<file path="src/rtl/soft_max_row_feeder.sv">
// Row sequencer for the SOFT_MAX engine: buffers one score row, streams it once for the
// denominator accumulation, replays it for the numerator pass, then waits for all results.
module soft_max_row_feeder #(
    parameter int DATA_WIDTH = 16,
    parameter int DATA_NUM   = 4,
    parameter int INFO_WIDTH = 20,
    parameter int MAX_BEATS  = 16,
    localparam int AW        = $clog2(MAX_BEATS) + 1
) (
    input  logic                           clk,
    input  logic                           rst,
    input  logic                           start,
    input  logic [AW-1:0]                  row_beats,
    input  logic [7:0]                     row_tag,
    input  logic                           in_vld,
    input  logic [DATA_NUM*DATA_WIDTH-1:0] in_data,
    output logic                           in_rdy,
    output logic                           sum_clear,
    output logic                           denomintor_in_vld,
    output logic                           numerator_in_vld,
    output logic [DATA_NUM*DATA_WIDTH-1:0] denomintor_in,
    output logic [DATA_NUM*DATA_WIDTH-1:0] numerator_in,
    output logic [INFO_WIDTH-1:0]          soft_max_info_in,
    input  logic                           denomintor_sum_ok,
    input  logic                           sm_out_vld,
    output logic                           busy,
    output logic                           row_done
);

    localparam int DW = DATA_NUM * DATA_WIDTH;
    localparam int BW = (MAX_BEATS > 1) ? $clog2(MAX_BEATS) : 1;
    localparam logic [AW-1:0] ONE   = AW'(1);
    localparam logic [AW-1:0] MAX_B = AW'(MAX_BEATS);

    localparam logic [2:0] S_IDLE     = 3'd0;
    localparam logic [2:0] S_LOAD     = 3'd1;
    localparam logic [2:0] S_CLEAR    = 3'd2;
    localparam logic [2:0] S_DEN      = 3'd3;
    localparam logic [2:0] S_WAIT_SUM = 3'd4;
    localparam logic [2:0] S_NUM      = 3'd5;
    localparam logic [2:0] S_DRAIN    = 3'd6;

    logic [2:0]    state;
    logic [AW-1:0] beats;
    logic [7:0]    tag;
    logic [AW-1:0] wr_idx;
    logic [AW-1:0] rd_idx;
    logic [AW-1:0] out_cnt;
    logic [DW-1:0] row_mem [MAX_BEATS];

    logic          load_fire;
    logic          load_last;
    logic          rd_last;
    logic [AW-1:0] rd_nxt;
    logic [AW-1:0] cnt_nxt;
    logic          start_ok;

    function automatic logic [INFO_WIDTH-1:0] info_word(input logic [AW-1:0] idx,
                                                        input logic last,
                                                        input logic [7:0] t);
        return {(INFO_WIDTH-16)'(0), last, 7'(idx), t};
    endfunction

    assign in_rdy    = (state == S_LOAD);
    assign busy      = (state != S_IDLE);
    assign load_fire = in_rdy && in_vld;
    assign load_last = load_fire && (wr_idx == beats - ONE);
    assign rd_last   = (rd_idx == beats - ONE);
    assign rd_nxt    = rd_idx + ONE;
    assign start_ok  = start && (row_beats != '0) && (row_beats <= MAX_B);

    // Result beats may start arriving during the replay; the count saturates at the row length.
    assign cnt_nxt = ((state == S_NUM || state == S_DRAIN) && sm_out_vld && (out_cnt != beats))
                     ? out_cnt + ONE : out_cnt;

    // NOTE: the row buffer has no reset; every entry read in a pass was written in LOAD first.
    always_ff @(posedge clk) begin
        if (load_fire) row_mem[wr_idx[BW-1:0]] <= in_data;
    end

    always_ff @(posedge clk or posedge rst) begin
        if (rst) begin
            state             <= S_IDLE;
            beats             <= '0;
            tag               <= '0;
            wr_idx            <= '0;
            rd_idx            <= '0;
            out_cnt           <= '0;
            sum_clear         <= 1'b0;
            denomintor_in_vld <= 1'b0;
            numerator_in_vld  <= 1'b0;
            denomintor_in     <= '0;
            numerator_in      <= '0;
            soft_max_info_in  <= '0;
            row_done          <= 1'b0;
        end else begin
            sum_clear <= 1'b0;
            row_done  <= 1'b0;
            out_cnt   <= cnt_nxt;
            case (state)
                S_IDLE: begin
                    if (start_ok) begin
                        beats  <= row_beats;
                        tag    <= row_tag;
                        wr_idx <= '0;
                        state  <= S_LOAD;
                    end
                end
                S_LOAD: begin
                    if (load_fire) wr_idx <= wr_idx + ONE;
                    if (load_last) begin
                        sum_clear <= 1'b1;
                        out_cnt   <= '0;
                        state     <= S_CLEAR;
                    end
                end
                S_CLEAR: begin
                    denomintor_in_vld <= 1'b1;
                    denomintor_in     <= row_mem[0];
                    soft_max_info_in  <= info_word('0, beats == ONE, tag);
                    rd_idx            <= '0;
                    state             <= S_DEN;
                end
                S_DEN: begin
                    if (rd_last) begin
                        denomintor_in_vld <= 1'b0;
                        denomintor_in     <= '0;
                        soft_max_info_in  <= '0;
                        rd_idx            <= '0;
                        state             <= S_WAIT_SUM;
                    end else begin
                        rd_idx           <= rd_nxt;
                        denomintor_in    <= row_mem[rd_nxt[BW-1:0]];
                        soft_max_info_in <= info_word(rd_nxt, rd_nxt == beats - ONE, tag);
                    end
                end
                S_WAIT_SUM: begin
                    if (denomintor_sum_ok) begin
                        numerator_in_vld <= 1'b1;
                        numerator_in     <= row_mem[0];
                        soft_max_info_in <= info_word('0, beats == ONE, tag);
                        rd_idx           <= '0;
                        state            <= S_NUM;
                    end
                end
                S_NUM: begin
                    if (rd_last) begin
                        numerator_in_vld <= 1'b0;
                        numerator_in     <= '0;
                        soft_max_info_in <= '0;
                        rd_idx           <= '0;
                        state            <= S_DRAIN;
                    end else begin
                        rd_idx           <= rd_nxt;
                        numerator_in     <= row_mem[rd_nxt[BW-1:0]];
                        soft_max_info_in <= info_word(rd_nxt, rd_nxt == beats - ONE, tag);
                    end
                end
                S_DRAIN: begin
                    // Looking at cnt_nxt lets the final result beat raise row_done on the next cycle.
                    if (cnt_nxt == beats) begin
                        row_done <= 1'b1;
                        state    <= S_IDLE;
                    end
                end
                default: state <= S_IDLE;
            endcase
        end
    end

endmodule

</file>
<file path="config.mk">
export PLATFORM = sky130hd
export DESIGN_NAME = soft_max_row_feeder
export DESIGN_NICKNAME = d
export VERILOG_FILES = /design/src/rtl/soft_max_row_feeder.sv
export SDC_FILE = /design/constraint.sdc
export NUM_CORES = 2
export LEC_CHECK = 0
export ABC_AREA = 1
export CORE_MARGIN = 1
export CORE_UTILIZATION = 55
export CTS_CLUSTER_DIAMETER = 200
export DETAILED_ROUTE_END_ITERATION = 8
export DONT_BUFFER_PORTS = 1
export PLACE_DENSITY = 0.7
export SLEW_MARGIN = 40
export SYNTH_ARGS = -nofsm -noshare
export SYNTH_HDL_FRONTEND = slang
export SYNTH_SLANG_ARGS = --single-unit
</file>
<file path="constraint.sdc">
create_clock -name clk -period 10.9 [get_ports clk]
set_input_delay 1.09 -clock clk [delete_from_list [all_inputs] [get_ports clk]]
set_output_delay 1.09 -clock clk [all_outputs]
set_load 0.05 [all_outputs]
</file>
# After elaboration in Yosys (flattened, before gate mapping)
# Memory sizes are Yosys's and may differ from the RTL's.
# Cells that the tools add are included.
# totals
register_bits,183
ramBits,1024
in_bits,83
n_memories,1
# mem_list
memory,depth,width,rd,rd_clocked_by_memory_dff,write_ports,line_no,source
row_mem,16,64,2,0,1,49,logic [DW-1:0] row_mem [MAX_BEATS];
# op_classes
add_sub_neg,4
n_lt_le_gt_ge,1
n_eq_ne,19
muxes,33
reduce_logical,22
# op_table
operator,n
one-hot mux 64 bit (2 select lines),2
two-way mux 64 bit,2
one-hot mux 20 bit (3 select lines),1
two-way mux 5 bit,7
one-hot mux 3 bit (7 select lines),1
== test 5 bit,4
two-way mux 20 bit,1
two-way mux 3 bit,6
two-way mux 16 bit,1
adder 5 x 1 -> 5 bit (second input constant),3
one-hot mux 5 bit (3 select lines),1
one-hot mux 5 bit (2 select lines),1
== test 3 bit (second input constant),3
two-way mux 1 bit,8
inequality test 2 bit (second input constant),4
AND reduction 2 bit,4
== test 3 x 2 -> 1 bit (second input constant),2
logical AND 1 bit,6
inequality test 2 x 1 -> 1 bit (second input constant),3
AND reduction 3 bit,2
AND reduction 6 bit,1
nonzero test 2 bit,3
nonzero test 3 bit,2
== test 5 x 1 -> 1 bit (second input constant),1
other kinds (9),10

# Depth between registers and ports, before layout
# logic_depth
depth_word,8
ltp_mapped,15
depth_no_buf,15

# Least setup slack after synthesis
# No wires, ideal clock.
# synth_timing
path_type,input -> register
startpoint,input port in_vld
endpoint,memory row_mem[15][0] in the netlist's numbering (enable)
setup_ns,0.489
t_arrival_ns,4.148
setup_slack_ns,6.263
stages,4
path_cell_list,nand2_1 -> inv_1 -> nand2_1 -> nor2_1
# synth_via
elab_chain_cells,3
# synth_rtl
element,line_no,source
start: declaration,15,"input logic in_vld,"
logical AND 1 bit,66,assign load_fire = in_rdy && in_vld;
two-way mux 1 bit,78,if (load_fire) row_mem[wr_idx[BW-1:0]] <= in_data;
two-way mux 1 bit (implied by the code),78,
end: declaration,49,
# Every way passes these cells.

# Final worst setup path
# layout_timing
startpoint,register rd_idx[1]
endpoint,register denomintor_in[38]
# layout_via
elab_chain_cells,4
elab_cells_between_ends,5
classes_between,1 x add/sub; 1 x eq/ne; 2 x mux; 1 x memory
# layout_rtl
element,line_no,source
start: declaration,47,logic [AW-1:0] rd_idx;
start signal: assignment,132,rd_idx <= rd_nxt;
start signal: assignment,154,rd_idx <= rd_nxt;
adder 5 x 1 -> 5 bit,69,assign rd_nxt = rd_idx + ONE;
memory (16 x 64 bit),--,
two-way mux 64 bit *,125,if (rd_last) begin
one-hot mux 64 bit (2 select lines) *,100,case (state)
end signal: assignment,119,denomintor_in <= row_mem[0];
end signal: assignment,133,denomintor_in <= row_mem[rd_nxt[BW-1:0]];
end: declaration,21,"output logic [DATA_NUM*DATA_WIDTH-1:0] denomintor_in,"
# Mark *: on every way between the ends. The rest lies on a longest branch, timed or not.
# A chain may end at the register's enable or synchronous reset.

==> flow_metrics.env <==
export IMPL_outcome="finished clean"
export IMPL_post_cts_buffers=0
export IMPL_setup_worst_path_class="reg -> reg"
export IMPL_power_frac_clock_pct=25.5
export IMPL_hold_class="in -> async"
export IMPL_ys_types=38
export IMPL_min_period_over_period_pct=45.3
export IMPL_ys_seq_area_share_pct=71.7
export IMPL_die_area_um2=90100
export IMPL_clock_sinks=1196
export IMPL_peakVddDrop_uv=443
export IMPL_grt_max_degree=156
export IMPL_final_net_count=4157
export IMPL_cts_tree="done"
export IMPL_antenna_cells=0
export IMPL_drtPass1Iterations=6
export IMPL_grt_pass1_vias=31300
export IMPL_synth_seq_cells=1196
export IMPL_slew_viol_final=0
export IMPL_hold_slack_ns=0.344
export IMPL_synth_top_area_share_pct=62.9
export IMPL_drive_above_1_share_pct=7.42
export IMPL_ant_nets=0
export IMPL_endpoint_kind="register"
export IMPL_slowest_delay_ns=0.87
export IMPL_synth_top_area_cell="edfxtp_1"
export IMPL_synth_area_um2=48900
export IMPL_overflow=0
export IMPL_dpl_hpwl_um=64700
export IMPL_power_switching_mw=6.32
export IMPL_num_vias=32200
export IMPL_routedWlPerCell_um=23.4
export IMPL_required_ns=11.49
export IMPL_clock_skew_ns=0.0251
export IMPL_synthFlopType="edfxtp_1"
export IMPL_std_cell_rows=108
export IMPL_portBuffers=0
export IMPL_power_frac_seq_pct=42.4
export IMPL_switching_share_pct=40.9
export IMPL_synth_warnings=0
export IMPL_via_per_inst=6.05
export IMPL_start_util_pct=55.9
export IMPL_pwr_share_comb_pct=32.0
export IMPL_drv_cap=0
export IMPL_clkTransAtPathRegs_ns=0.06
export IMPL_ctsLongestPathBuffers=3
export IMPL_ios=237
export IMPL_fmax_ghz=0.203
export IMPL_htree_levels=3
export IMPL_cp_cell_sequence="ha_4 > buf_4 > buf_4 > buf_4 > a21oi_1 > a22oi_1 > nand2_1 > nand3_1 > nand2_1 > nor2_1 > nand2_1 > o211ai_1"
export IMPL_clkLatencyLatePin_ns=0.69
export IMPL_tns_ns=0
export IMPL_finalPower_mw=15.5
export IMPL_syn_inst=4159
export IMPL_cp_arrival_ns=5.52
export IMPL_setup_violations=0
export IMPL_cpMaxStageDelayCell="ha_4"
export IMPL_avgSynthCellArea_um2=11.8
export IMPL_leakagePower_nw=19.5
export IMPL_drc=0
export IMPL_die_w_um=300
export IMPL_relSlewSlack_pct=39.9
export IMPL_gp_congestion=0.876
export IMPL_async_flop_share_pct=14.4
export IMPL_dr_first_iter_drc_count=3669
export IMPL_dieHeight_um=300
export IMPL_crit_fanout=72
export IMPL_drt_wl_total_um=125000
export IMPL_p_int_mw=9.14
export IMPL_hold_viol=0
export IMPL_core_um2=87400
export IMPL_cts_root_buffer="clkbuf_16"
export IMPL_post_route_min_period_ns=4.93
export IMPL_numCtsBuffers=117
export IMPL_synth_edf_count=1024
export IMPL_grt_pass1_wl_um=189000
export IMPL_cts_resized=0
export IMPL_yosys_top_cells_area="edfxtp_1 63%, nand2_1 9.2%, dfrtp_1 8.8%"
export IMPL_power_density_nw_per_um2=289
export IMPL_fillers=6610
export IMPL_syn_to_final_growth_pct=9.59
export IMPL_grt_setup_unrepaired="no"
export IMPL_antenna_found_initial=0
export IMPL_worst_setup_path_start_kind="register"
export IMPL_grtUsageTotal_pct=27.7
export IMPL_worstMarginPinSlew_ns=0.902
export IMPL_cts_hold_buf=0
[power groups by stage]
stage / sequential [mW] / clock (mW) / combinational [mW]
4_1_cts: 6.56 / 3.99 / 4.92
5_1_grt: 6.60 / 4.17 / 5.53
3_5_place_dp: 6.65 / 0 / 4.89
3_3_place_gp: 6.65 / 0 / 4.76
2_1_floorplan: 6.51 / 0 / 3.73
6_report: 6.56 / 3.95 / 4.95
[state kept, by name, indices dropped and copies added (netlist names), 3 cells and up]
| register | cells |
|---|---|
| state | 3 |
| rd_idx | 4 |
| denomintor_in | 64 |
| out_cnt | 5 |
| tag | 8 |
| wr_idx | 5 |
| beats | 5 |
| numerator_in | 64 |
| soft_max_info_in | 10 |
| row_mem | 1024 |
[metal layers]
| metal | vias to the layer above | share of wire, % | track usage, % |
|---|---|---|---|
| li1 | 14500 | - | - |
| met1 | 15900 | 41 | 38.8 |
| met2 | 1501 | 47 | 44.1 |
| met3 | 202 | 9.6 | 5.72 |
| met4 | 0 | 2.1 | 7.91 |
| met5 | - | 0 | 0 |
[synth_stat cells, types with 8 or more instances]
| cell | n |
|---|---|
| inv_1 | 105 |
| nand2_1 | 1199 |
| inv_2 | 9 |
| a21oi_1 | 386 |
| o211ai_1 | 63 |
| xor2_1 | 11 |
| buf_2 | 157 |
| buf_4 | 21 |
| nor2_2 | 41 |
| o21ai_0 | 83 |
| o21ai_1 | 62 |
| nand3_1 | 352 |
| nor2_1 | 141 |
| a22oi_1 | 127 |
| clkbuf_1 | 83 |
| buf_1 | 9 |
| edfxtp_1 | 1024 |
| a31oi_1 | 63 |
| ha_1 | 8 |
| dfrtp_1 | 172 |
[cells by family (layout without fill, tap and decap cells)]
group	Yosys count	after routing	share of synthesized area, %
other	1	6	0.00767
adders and majority gates	8	8	0.205
AOI/OAI and AO/OA	793	793	9.30
and+or+nand+nor	1751	1751	14.7
xor gates and xnor gates	18	18	0.338
DFF	1196	1196	71.7
buffers and inverters	392	394	3.77
[through the flow]
step	utilization (%)	worst slack [ns]	cells	area, um^2
finish	61.3	5.97	5321	53600
global route	61.3	5.71	5321	53600
CTS	61.3	5.99	5320	53600
detailed placement	57.0	6.01	5101	49800
global placement	56.7	6.07	5094	49600
floorplan	-	5.15	4164	48900
[layout by cell type (no fill, tap or decap), types with 62 or more instances in the layout]
master and n:
clkbuf_16 121, o21ai_1 62, a22oi_1 127, nand3_1 351
dfrtp_1 171, nor2_1 123, o211ai_1 63, inv_1 103
a21oi_1 386, o21ai_0 83, a31oi_1 63, nand2_1 1198
edfxtp_1 1024
[area by class of cell]
type | count | area (um^2) | area share [%]
clock buffers | 168 | 3280 | 6.13
clock inverters | 51 | 465 | 0.869
well taps | 1155 | 1450 | 2.70
multi-input cells | 2576 | 12200 | 22.8
inverters | 115 | 467 | 0.871
repair buffers | 60 | 647 | 1.21
flip-flops and latches | 1196 | 35100 | 65.4
[final timing paths]
kind	from	endpoint	slack, ns	cells after the start
max in group asynchronous	rst	denomintor_in[8]$_DFFE_PP0P_	9.49	2
hold reg to reg	tag[5]$_DFFE_PP0P_	tag[5]$_DFFE_PP0P_	0.47	2
min in group clk	tag[5]$_DFFE_PP0P_	tag[5]$_DFFE_PP0P_	0.47	2
setup / recovery	rd_idx[1]$_DFFE_PP0P_	denomintor_in[38]$_DFFE_PP0P_	5.97	12
setup reg to reg	rd_idx[1]$_DFFE_PP0P_	denomintor_in[38]$_DFFE_PP0P_	5.97	12
hold / removal	rst	denomintor_in[26]$_DFFE_PP0P_	0.34	1
[worst max-delay path: cells and delay by family, from the launching register on]
| family | cells | cell delay, ns |
|---|---|---|
| AO/OA/AOI/OAI | 3 | 0.37 |
| adder cells (fa/ha/maj) | 1 | 0.87 |
| buffers and inverters | 3 | 2.29 |
| flip-flops | 1 | 0.62 |
| AND/OR/NAND/NOR | 5 | 0.62 |
(Power assumes the default switching activity.)
